<file path="src/rtl/uart_tx_fifo.sv">
// UART transmitter with a small write FIFO. Frame: start bit, DATA_BITS data
// bits LSB first, optional parity bit, STOP_BITS stop bits. Frames are sent
// back-to-back with no idle gap while the FIFO holds data.
//
// state    | meaning
// ---------+-----------------------------------------------------------
// S_IDLE   | line high, waiting for the FIFO to become non-empty
// S_START  | start bit (0) for DIV clocks
// S_DATA   | DATA_BITS payload bits, LSB first, DIV clocks each
// S_PARITY | parity bit for DIV clocks (only when PARITY != 0)
// S_STOP   | STOP_BITS stop bits; last clock pops the next word if any
module uart_tx_fifo #(
   parameter int CLK_FREQ   = 50_000_000,
   parameter int BAUD       = 115200,
   parameter int DATA_BITS  = 8,
   parameter int PARITY     = 0,
   parameter int STOP_BITS  = 1,
   parameter int FIFO_DEPTH = 4
) (
   input  logic                 clk,
   input  logic                 rst_n,
   input  logic                 start,
   input  logic [DATA_BITS-1:0] data,
   output logic                 full,
   output logic                 out,
   output logic                 busy
);

   localparam int DIV    = (CLK_FREQ + BAUD / 2) / BAUD;
   localparam int BAUD_W = (DIV > 1) ? $clog2(DIV) : 1;
   localparam int BIT_W  = $clog2(DATA_BITS);
   localparam int PTR_W  = $clog2(FIFO_DEPTH);
   localparam int CNT_W  = PTR_W + 1;

   localparam logic [BAUD_W-1:0] BAUD_LAST = BAUD_W'(DIV - 1);
   localparam logic [BIT_W-1:0]  BIT_LAST  = BIT_W'(DATA_BITS - 1);
   localparam logic [CNT_W-1:0]  CNT_FULL  = CNT_W'(FIFO_DEPTH);
   localparam logic              STOP_LAST = 1'(STOP_BITS - 1);

   typedef enum logic [2:0] {S_IDLE, S_START, S_DATA, S_PARITY, S_STOP} state_t;

   state_t                state_q;
   logic [BAUD_W-1:0]     baud_q;
   logic [BIT_W-1:0]      bit_q;
   logic                  stop_q;
   logic [DATA_BITS-1:0]  shift_q;
   logic                  par_q;
   logic                  out_q;
   logic                  busy_q;

   logic [DATA_BITS-1:0]  mem_q [FIFO_DEPTH];
   logic [PTR_W-1:0]      wr_ptr_q;
   logic [PTR_W-1:0]      rd_ptr_q;
   logic [CNT_W-1:0]      count_q;
   logic [CNT_W-1:0]      count_d;

   logic                  push;
   logic                  pop;
   logic                  fifo_empty;
   logic                  baud_last;
   logic                  frame_end;
   logic                  par_bit;
   logic                  line_d;

   assign fifo_empty = (count_q == '0);
   assign full       = (count_q == CNT_FULL);
   assign push       = start & ~full;
   assign baud_last  = (baud_q == BAUD_LAST);
   assign frame_end  = (state_q == S_STOP) && baud_last && (stop_q == STOP_LAST);
   assign pop        = ~fifo_empty && ((state_q == S_IDLE) || frame_end);

   // odd parity is the complement of the XOR taken at pop time
   assign par_bit = (PARITY == 1) ? ~par_q : par_q;

   // line level for the current state; registered into out_q one clock later
   always_comb begin
      line_d = 1'b1;
      case (state_q)
         S_START:  line_d = 1'b0;
         S_DATA:   line_d = shift_q[0];
         S_PARITY: line_d = par_bit;
         default:  line_d = 1'b1;
      endcase
   end

   // occupancy: a simultaneous push and pop leaves the count unchanged
   always_comb begin
      count_d = count_q + CNT_W'(push) - CNT_W'(pop);
   end

   // FIFO storage, no reset needed since the count gates every read
   always_ff @(posedge clk) begin
      if (push) mem_q[wr_ptr_q] <= data;
   end

   // FIFO pointers and count; power-of-two depth lets the pointers wrap freely
   always_ff @(posedge clk or negedge rst_n) begin
      if (!rst_n) begin
         wr_ptr_q <= '0;
         rd_ptr_q <= '0;
         count_q  <= '0;
      end else begin
         if (push) wr_ptr_q <= wr_ptr_q + 1'b1;
         if (pop)  rd_ptr_q <= rd_ptr_q + 1'b1;
         count_q <= count_d;
      end
   end

   // frame sequencer with registered line and busy outputs
   always_ff @(posedge clk or negedge rst_n) begin
      if (!rst_n) begin
         state_q <= S_IDLE;
         baud_q  <= '0;
         bit_q   <= '0;
         stop_q  <= 1'b0;
         shift_q <= '0;
         par_q   <= 1'b0;
         out_q   <= 1'b1;
         busy_q  <= 1'b0;
      end else begin
         out_q  <= line_d;
         busy_q <= (state_q != S_IDLE) | ~fifo_empty;
         case (state_q)
            S_IDLE: begin
               if (pop) begin
                  shift_q <= mem_q[rd_ptr_q];
                  par_q   <= ^mem_q[rd_ptr_q];
                  baud_q  <= '0;
                  state_q <= S_START;
               end
            end
            S_START: begin
               if (baud_last) begin
                  baud_q  <= '0;
                  bit_q   <= '0;
                  state_q <= S_DATA;
               end else begin
                  baud_q <= baud_q + 1'b1;
               end
            end
            S_DATA: begin
               if (baud_last) begin
                  baud_q  <= '0;
                  shift_q <= shift_q >> 1;
                  if (bit_q == BIT_LAST) begin
                     stop_q  <= 1'b0;
                     state_q <= (PARITY != 0) ? S_PARITY : S_STOP;
                  end else begin
                     bit_q <= bit_q + 1'b1;
                  end
               end else begin
                  baud_q <= baud_q + 1'b1;
               end
            end
            S_PARITY: begin
               if (baud_last) begin
                  baud_q  <= '0;
                  stop_q  <= 1'b0;
                  state_q <= S_STOP;
               end else begin
                  baud_q <= baud_q + 1'b1;
               end
            end
            S_STOP: begin
               if (baud_last) begin
                  baud_q <= '0;
                  if (stop_q == STOP_LAST) begin
                     stop_q <= 1'b0;
                     if (pop) begin
                        shift_q <= mem_q[rd_ptr_q];
                        par_q   <= ^mem_q[rd_ptr_q];
                        state_q <= S_START;
                     end else begin
                        state_q <= S_IDLE;
                     end
                  end else begin
                     stop_q <= stop_q + 1'b1;
                  end
               end else begin
                  baud_q <= baud_q + 1'b1;
               end
            end
            default: state_q <= S_IDLE;
         endcase
      end
   end

   assign out  = out_q;
   assign busy = busy_q;

endmodule

</file>
<file path="config.mk">
export PLATFORM = sky130hd
export DESIGN_NAME = uart_tx_fifo
export DESIGN_NICKNAME = d
export VERILOG_FILES = /design/src/rtl/uart_tx_fifo.sv
export SDC_FILE = /design/constraint.sdc
export NUM_CORES = 1
export LEC_CHECK = 0
export ABC_AREA = 1
export BUFFER_PORTS_ARGS = -buffer_cell sky130_fd_sc_hd__buf_2
export CAP_MARGIN = 20
export CELL_PAD_IN_SITES_DETAIL_PLACEMENT = 1
export CELL_PAD_IN_SITES_GLOBAL_PLACEMENT = 1
export CORE_ASPECT_RATIO = 0.75
export CORE_MARGIN = 2
export CORE_UTILIZATION = 48
export CTS_CLUSTER_DIAMETER = 80
export CTS_CLUSTER_SIZE = 10
export DETAILED_ROUTE_END_ITERATION = 8
export PLACE_DENSITY = 0.87
export SLEW_MARGIN = 20
export SYNTH_ARGS = -nofsm -noshare
export SYNTH_HDL_FRONTEND = slang
export SYNTH_SLANG_ARGS = --single-unit
</file>
<file path="constraint.sdc">
create_clock -name clk -period 2.91 [get_ports clk]
set_input_delay 0.582 -clock clk [delete_from_list [all_inputs] [get_ports clk]]
set_output_delay 0.582 -clock clk [all_outputs]
set_load 0.02 [all_outputs]
</file>
==> run metrics, run 1 <==
status=completed; CP endpoint kind=flip-flop; commonest register cell after synthesis=edfxtp_1; Crit path required time=3.15 ns; Hold Crit Class=in -> async; Final Setup Violations=0; DRC=0; pwr dens=1160 nW/um2; Pins Over Slew Limit=0; RePlAce Congestion=0.806; wire length per cell=16.0 um; Syn Area/Cell=between 9 and 10 um2; vias in the first global route=2633; Die Ht=76.3 um; RSZ-0062 raised after global routing=no; final antenna-violating net count=0; layout cells sized above 1=0.220; Synth top cells by count=117 x nand2_1, 32 x dfrtp_1, 32 x edfxtp_1; Max rail drop VDD=0.534 mV; Rel. slew slack=0.449; first-pass GRT wire length=12600 um; Root Driver=clkbuf_8; NetSw=1.91 mW; final-report hold violation count=0; startpoint types=flip-flop; global route overflow=0; hold buffers post-CTS=0; Synth area leaders=edfxtp_1 29%, dfrtp_1 24%, nand2_1 13%; vias per cell=roughly 5.2; setup TNS=0 ns; DP Worst Slack=about 0.55 ns; cells after synthesis=355; Yosys top cell area share=0.287; total number of vias=2415; area grow syn2layout=9.50%; FFs w/ async S/R, synth=0.508; Die W=100 um; Clock Sinks=65; nets@finish=395; Clock Power Share=0.196; ANT cells=0; final core utilization=0.541; Leak=1.73 nW; postcts setup bufs=0; # port buffers=13; Clock Skew=0.00737 ns; part of the power in registers=0.343; register area share after synthesis=0.535; Setup CP Type=reg -> reg; Longest Clk Path Bufs=2; # IOs=14; Clock transition at path regs=0.07 ns; initial antenna violation count=0; Synth Cell Area=3340 um2; violation count after the first detailed-route iteration=66; logic gate share of total power=0.460; setup ws final=0.481 ns; number of synthesized flops with an enable pin=32; row cnt=26; pin count of the biggest net entering global routing=34; Yosys cell types=36; Synth area leader=edfxtp_1; dpl hpwl=5150 um; Post-Synthesis Net Count=377; Pint=2.35 mW; TritonRoute pass-1 iters=6; Data arrival, critical path=2.67 ns; Final Critical Period=about 2.4 ns; Clock Latency Late Sink=0.36 ns; Final Routed Wirelength=around 7400 um; CP max FO=7; count leader, synth=nand2_1; Placeable Area=slightly below 7000 um2; total CTS buffers=9; fmax=412 MHz; Starting Density=0.494; #FFs+latches synth=65; Die ar.=roughly 7700 um2; switching fraction of total power=0.448; max-cap violations=0; Yosys warning count=0; # resized after CTS=0; CTS tree=built; Max H-tree Level=3; hold_ws=0.276 ns; Worst Tran Pin Value=around 0.8 ns; Tcrit/Tclk final=0.835; Final Power=4.25 mW; total track usage=0.215
[state kept, by name (all words and copies together) (netlist names)]
signal / cells
par_bit: 1
wr_ptr_q: 2
shift_q: 8
state_q: 3
out: 1
busy: 1
mem_q: 32
baud_q: 9
count_q: 3
rd_ptr_q: 2
bit_q: 3
[cells by family after synthesis]
kind of cell / after synthesis / synth area share
xor+xnor: 6 / 0.0157
buf+inv: 45 / 0.0632
flops: 65 / 0.535
simple gates: 192 / 0.270
compound gates: 36 / 0.0726
fa+ha+maj: 11 / 0.0434
[worst max-delay path, cell delays in order, from the launching register on]
cell	delay [ns]
dfrtp_1	0.42
inv_1	0.08
ha_1	0.15
inv_1	0.05
nor2_2	0.14
nand4_4	0.11
inv_2	0.10
nor2_4	0.05
nor2_8	0.16
ha_1	0.26
inv_1	0.06
ha_1	0.13
inv_1	0.05
fa_1	0.39
xor2_1	0.18
[cell type report]
type / count / area [um2]
Clock buffer: 10 / 128
Clock inverter: 6 / 81.3
Fill cell: 798 / 3100
Inverter: 38 / 143
Multi-Input combinational cell: 245 / 1350
Sequential cell: 65 / 1790
Tap cell: 84 / 105
Timing Repair Buffer: 14 / 72.6
[placed cells by master (no fill, tap or decap), drive strengths merged, types with 2 or more instances in the layout]
cell type  instances
inv               39
a21oi              8
clkinv             3
edfxtp            32
a22o               2
clkbuf            10
o21ai             22
buf               14
or2                2
nand3             24
nand4              3
xor2               5
nor3               5
bufinv             2
dfrtp             32
ha                10
nor2              26
nand2            132
[final timing paths]
check	depth (start not counted)	to	slack, ns	start
max	14	count_q[2]	0.48	baud_q[1]
min	1	bit_q[0]	0.28	rst_n
max reg2reg	14	count_q[2]	0.48	baud_q[1]
min reg2reg	2	shift_q[4]	0.48	shift_q[4]
max in group asynchronous	1	baud_q[2]	2.15	rst_n
min in group clk	1	mem_q[3][4]	0.45	data[4]
[layer usage]
layer / track usage / wire, um / up-vias
li1: - / - / 1187
met1: 0.274 / 3380 / 1193
met2: 0.350 / 3650 / 25
met3: 0.0688 / 228 / 10
met4: 0.0630 / 113 / 0
met5: 0 / 0 / -
[power by group through the flow]
stage	Clock, mW	Combinational (mW)	Sequential [mW]
4_1_cts	0.848	1.98	1.46
5_1_grt	0.884	2.23	1.50
3_3_place_gp	0	1.80	1.46
2_1_floorplan	0	1.60	1.41
3_5_place_dp	0	1.93	1.48
6_report	0.834	1.96	1.46
[stage by stage]
stage	instance area, um2	instances
after floorplan	3340	355
after global placement	3450	446
after detailed placement	3450	446
after CTS	3660	462
after global routing	3660	462
final	3660	462
No activity file was read; power rests on OpenSTA's default activity.
==> run 2: changes to the inputs <==
--- a/config.mk
+++ b/config.mk
@@ -12,11 +12,11 @@
 export CELL_PAD_IN_SITES_GLOBAL_PLACEMENT = 1
 export CORE_ASPECT_RATIO = 0.75
 export CORE_MARGIN = 2
-export CORE_UTILIZATION = 48
+export CORE_UTILIZATION = 43
 export CTS_CLUSTER_DIAMETER = 80
 export CTS_CLUSTER_SIZE = 10
 export DETAILED_ROUTE_END_ITERATION = 8
-export PLACE_DENSITY = 0.87
+export PLACE_DENSITY = 0.83
 export SLEW_MARGIN = 20
 export SYNTH_ARGS = -nofsm -noshare
 export SYNTH_HDL_FRONTEND = slang
==> constraint.sdc (replaced) <==
create_clock -name clk -period 2 [get_ports clk]
set_input_delay 0.4 -clock clk [delete_from_list [all_inputs] [get_ports clk]]
set_output_delay 0.4 -clock clk [all_outputs]
set_load 0.02 [all_outputs]
==> run 2 against run 1 <==
  * The flow now finishes with violations (negative setup slack)
  * Hold slack got worse by 0.16 ns
  * Total power grew 54%
  * Final area grew 6.6%
  * Die area rose by 11%
  * Largest cell class unchanged
  * Largest power group unchanged
==> run metrics, run 2 (synthesis gave the netlist of run 1 again) <==
wire length per cell=15.7 um (-1.3%); dpl hpwl=5510 um (+7.0%); startpoint types=flip-flop; # port buffers=13 (unchanged); Crit path required time=2.25 ns (-0.90 ns); area grow syn2layout=16.7%; Largest register FFs=32 (unchanged); Hold Crit Class=in -> async; RePlAce Congestion=0.768 (-4.8%); vias per cell=5.02 (-4.0%); CP endpoint kind=flip-flop; worst reg-to-reg path cell count=14 (unchanged); worst reg-to-reg setup slack=-0.17 ns (-0.65 ns); Top reg by flops=mem_q; failing checks=negative setup slack; commonest non-fill, non-tap cells in the layout=117 x nand2_1, 32 x dfrtp_1, 32 x edfxtp_1; most common cell after layout, fill and taps aside=nand2_1; final-layout fill cell count=862 (+8.0%); ANT cells=0 (unchanged); Final Power=6.55 mW (+54%); violation count after the first detailed-route iteration=75 (+14%); Final Routed Wirelength=7870 um (+6.8%); Placeable Area=7430 um2 (+9.8%); pwr dens=1680 nW/um2 (+44%); layout cells sized above 1=0.286 (+0.0661); Clock transition at path regs=0.07 ns (about the same); register area=1790 um2 (unchanged); nets@finish=416 (+5.3%); total CTS buffers=9 (unchanged); row cnt=27 (+3.8%); Die Ht=80.4 um (+5.4%); max-cap violations=0 (unchanged); final core utilization=0.525 (-0.0162); Data arrival, critical path=2.42 ns (-0.25 ns); CP max FO=2 (-5); final-report hold violation count=0 (unchanged); DRC=0 (unchanged); fmax=461 MHz (+12%); RSZ-0062 raised after global routing=yes; vias in the first global route=2584 (-1.9%); status=complete, but fails checks; total track usage=0.208 (-0.00646); TritonRoute pass-1 iters=4 (-2); Worst Tran Pin Value=0.749 ns (-0.0742 ns); Leak=1.82 nW (+5.3%); Root Driver=clkbuf_8; setup ws final=-0.171 ns (-0.652 ns); Clock Latency Late Sink=0.34 ns (-0.02 ns); pin count of the biggest net entering global routing=34 (unchanged); Clock Sinks=65 (unchanged); Max rail drop VDD=0.672 mV (+26%); total number of vias=2510 (+3.9%); initial antenna violation count=0 (unchanged); Final Setup Violations=2 (+2); first-pass GRT wire length=13300 um (+5.8%); largest registers=mem_q: 32 flops, baud_q: 9 flops, shift_q: 8 flops; Final Critical Period=2.17 ns (-0.258 ns); global route overflow=0 (unchanged); # IOs=14 (unchanged); Die W=106 um (+5.4%); hold buffers post-CTS=0 (unchanged); Pins Over Slew Limit=0 (unchanged); CP Launch Point=baud_q[1]; Longest Clk Path Bufs=2 (unchanged); Clock Skew=0.00636 ns (-0.00101 ns); Tcrit/Tclk final=1.09 (+0.251); Max H-tree Level=3 (unchanged); Starting Density=0.450 (-0.0443); Setup CP Type=reg -> reg; reg2reg start=baud_q[1]; Rel. slew slack=0.501 (+0.0515); final antenna-violating net count=0 (unchanged); area occupied by multi-input gates=1390 um2 (+3.3%); CTS tree=built; Die ar.=8510 um2 (+11%)
==> run 2: area by class of cell <==
class                   instances  area share
flip-flops and latches         65       0.458
multi-input cells             245       0.356
repair buffers                 35      0.0622
inverters                      38      0.0372
clock buffers                  10      0.0327
well taps                     101      0.0324
clock inverters                 6      0.0212
==> run 2: what timing repair did <==
item | in CTS | in global routing
gates resized for setup | 2 | 6
pin swaps | 0 | 1
endpoints found under the setup margin | 10 | 27
setup buffers | 4 | 1
==> run 2: per-layer routing <==
metal | global-route usage | vias up | routed length [um]
met5 | 0 | - | 0
met4 | 0.0750 | 0 | 184
met2 | 0.343 | 41 | 3780
met1 | 0.261 | 1230 | 3640
met3 | 0.0657 | 15 | 265
li1 | - | 1224 | -
==> run 2: path summary, 6_finish.rpt <==
kind / to
worst max-delay path: count_q[1]
worst min-delay path: bit_q[1]
worst max register to register: count_q[1]
worst min register to register: shift_q[4]
max in group asynchronous: rd_ptr_q[1]
min in group clk: mem_q[1][7]
==> run 2: critical path, stage by stage, from the launching register on <==
cell,delay [ns]
dfrtp_1,0.39
inv_1,0.08
ha_2,0.17
inv_2,0.05
nor2_4,0.10
nand4_4,0.09
inv_2,0.09
nor2_4,0.05
nor2_8,0.09
ha_4,0.20
inv_2,0.06
ha_4,0.12
inv_2,0.04
fa_2,0.52
inv_2,0.03
==> run 2: power breakdown <==
group          total [mW]  switching, mW  leakage, nW  internal [mW]
sequential           2.05          0.236        0.705           1.82
clock                1.20          0.505       0.0976          0.693
combinational        3.30           2.12         1.01           1.18
total                6.55           2.86         1.82           3.69
==> run 2: through the flow <==
| step | setup WS, ns | hold WS, ns | instances | area, um2 | TNS [ns] |
|---|---|---|---|---|---|
| 6_report | -0.171 | 0.116 | 500 | 3900 | -0.278 |
| 5_1_grt | -0.265 | 0.163 | 500 | 3900 | -0.474 |
| 4_1_cts | -0.139 | 0.134 | 499 | 3880 | -0.229 |
| 3_5_place_dp | -0.145 | 0.469 | 479 | 3640 | -0.702 |
| 3_3_place_gp | -0.0521 | 0.460 | 479 | 3640 | -0.0710 |
| 2_1_floorplan | -0.129 | 0.104 | 355 | 3380 | -0.225 |
==> run 3: changes to the inputs <==
--- a/config.mk
+++ b/config.mk
@@ -11,10 +11,9 @@
 export CELL_PAD_IN_SITES_DETAIL_PLACEMENT = 1
 export CELL_PAD_IN_SITES_GLOBAL_PLACEMENT = 1
 export CORE_ASPECT_RATIO = 0.75
-export CORE_MARGIN = 2
 export CORE_UTILIZATION = 43
 export CTS_CLUSTER_DIAMETER = 80
-export CTS_CLUSTER_SIZE = 10
+export CTS_CLUSTER_SIZE = 16
 export DETAILED_ROUTE_END_ITERATION = 8
 export PLACE_DENSITY = 0.83
 export SLEW_MARGIN = 20
==> run 3 against run 2 <==
  * The flow still finishes with violations (negative setup slack)
  * Worst setup slack improved by 0.066 ns
  * Register-to-register slack improved by 0.07 ns
  * Clock skew increased by 0.0015 ns
  * Routed wire length decreased by 6.5%
  * Core utilization decreased by 0.45 points
  * Critical path type unchanged
  * Highest routed layer unchanged
==> run metrics, run 3 (synthesis gave the netlist of run 1 again) <==
TritonRoute pass-1 iters=4 (unchanged); vias per cell=4.90 (-2.5%); Clock Sinks=65 (unchanged); DRC=0 (unchanged); worst reg-to-reg setup slack=-0.11 ns (+0.07 ns); Max rail drop VDD=0.649 mV (-3.4%); Data arrival, critical path=2.35 ns (-0.07 ns); RSZ-0062 raised after global routing=yes; total CTS buffers=9 (unchanged); global route overflow=0 (unchanged); Rel. slew slack=0.503 (+0.00198); CP endpoint kind=flip-flop; Setup CP Type=reg -> reg; Tcrit/Tclk final=1.05 (-0.0329); failing checks=negative setup slack; largest registers=mem_q: 32 flops, baud_q: 9 flops, shift_q: 8 flops; # IOs=14 (unchanged); layout cells sized above 1=0.284 (-0.00179); ANT cells=0 (unchanged); Die ar.=8140 um2 (-4.3%); dpl hpwl=5350 um (-3.0%); total track usage=0.202 (-0.00648); status=complete, but fails checks; commonest non-fill, non-tap cells in the layout=117 x nand2_1, 32 x dfrtp_1, 32 x edfxtp_1; first-pass GRT wire length=12700 um (-4.1%); row cnt=27 (unchanged); Root Driver=clkbuf_8; Worst Tran Pin Value=0.746 ns (-0.00297 ns); DP Worst Slack=-0.129 ns (+0.0152 ns); Clock Skew=0.00783 ns (+0.00147 ns); # port buffers=13 (unchanged); Clock transition at path regs=0.07 ns (about the same); initial antenna violation count=0 (unchanged); max-cap violations=0 (unchanged); CTS tree=built; dpl cells=479 (unchanged); pwr dens=1640 nW/um2 (-2.3%); setup ws final=-0.105 ns (+0.0658 ns); Pins Over Slew Limit=0 (unchanged); pin count of the biggest net entering global routing=34 (unchanged); Max H-tree Level=3 (unchanged); Starting Density=0.450 (unchanged); Die Ht=78.4 um (-2.5%); Final Power=6.34 mW (-3.1%); Post-Layout Inst Area=3870 um2 (-0.87%); final core utilization=0.521 (-0.00455); Leak=1.81 nW (-0.67%); Clock Latency Late Sink=0.35 ns (about the same); final-report hold violation count=0 (unchanged); area grow syn2layout=15.7%; startpoint types=flip-flop; Final Critical Period=2.11 ns (-0.0658 ns); Final Routed Wirelength=7360 um (-6.5%); total number of vias=2443 (-2.7%); Crit path required time=2.24 ns (about the same); Placed Area=3640 um2 (unchanged); Largest register FFs=32 (unchanged); most common cell after layout, fill and taps aside=nand2_1; Hold Crit Class=in -> async; violation count after the first detailed-route iteration=73 (-2.7%); Placeable Area=7430 um2 (unchanged); Longest Clk Path Bufs=2 (unchanged); wire length per cell=14.8 um (-6.3%); Final Setup Violations=2 (unchanged); RePlAce Congestion=0.760 (-0.96%); vias in the first global route=2673 (+3.4%); post-route insts no fill=499 (-0.20%); hold_ws=0.117 ns (+0.00162 ns); CP max FO=2 (unchanged); nets@finish=415 (-0.24%); Top reg by flops=mem_q; setup TNS=-0.146 ns (+0.132 ns); Die W=104 um (-1.9%); final antenna-violating net count=0 (unchanged); fmax=475 MHz (+3.1%)
[run 3: layer usage]
metal	global-route usage	up-vias	wire [um]
met4	0.0543	0	67
met2	0.345	26	3580
met1	0.253	1189	3500
li1	-	1222	-
met5	0	-	0
met3	0.0573	6	215
[run 3: what timing repair did]
item                                    CTS  global route
pin swaps                                 1             0
endpoints found under the setup margin    2            34
hold buffers                              0             0
setup buffers                             3             1
resized for setup                         1             4
[run 3: cell type report]
cell class	instances	area, um2
fillers	871	3560
flip-flops and latches	65	1790
multi-input cells	245	1390
repair buffers	34	235
inverters	38	143
clock buffers	10	128
well taps	101	126
clock inverters	6	58.8
[run 3: final timing paths]
path	start	to	depth (start not counted)
setup / recovery	baud_q[1]	count_q[1]	14
hold / removal	rst_n	bit_q[0]	1
setup reg to reg	baud_q[1]	count_q[1]	14
hold reg to reg	shift_q[2]	shift_q[2]	2
max in group asynchronous	rst_n	shift_q[7]	1
min in group clk	data[4]	mem_q[3][4]	1
[run 3: where the power goes]
part | switching [mW] | internal (mW)
registers | 0.231 | 1.81
clock network | 0.508 | 0.567
logic | 2.07 | 1.15
total | 2.81 | 3.53
[run 3: worst max-delay path: stages (launching register included)]
cell and delay [ns]:
dfrtp_1 0.38, inv_1 0.06, ha_2 0.16, inv_2 0.04, nor2_4 0.10, nand4_4 0.09, inv_2 0.09, nor2_4 0.05
nor2_8 0.09, ha_4 0.20, inv_2 0.06, ha_4 0.11, inv_2 0.03, fa_2 0.51, inv_1 0.04
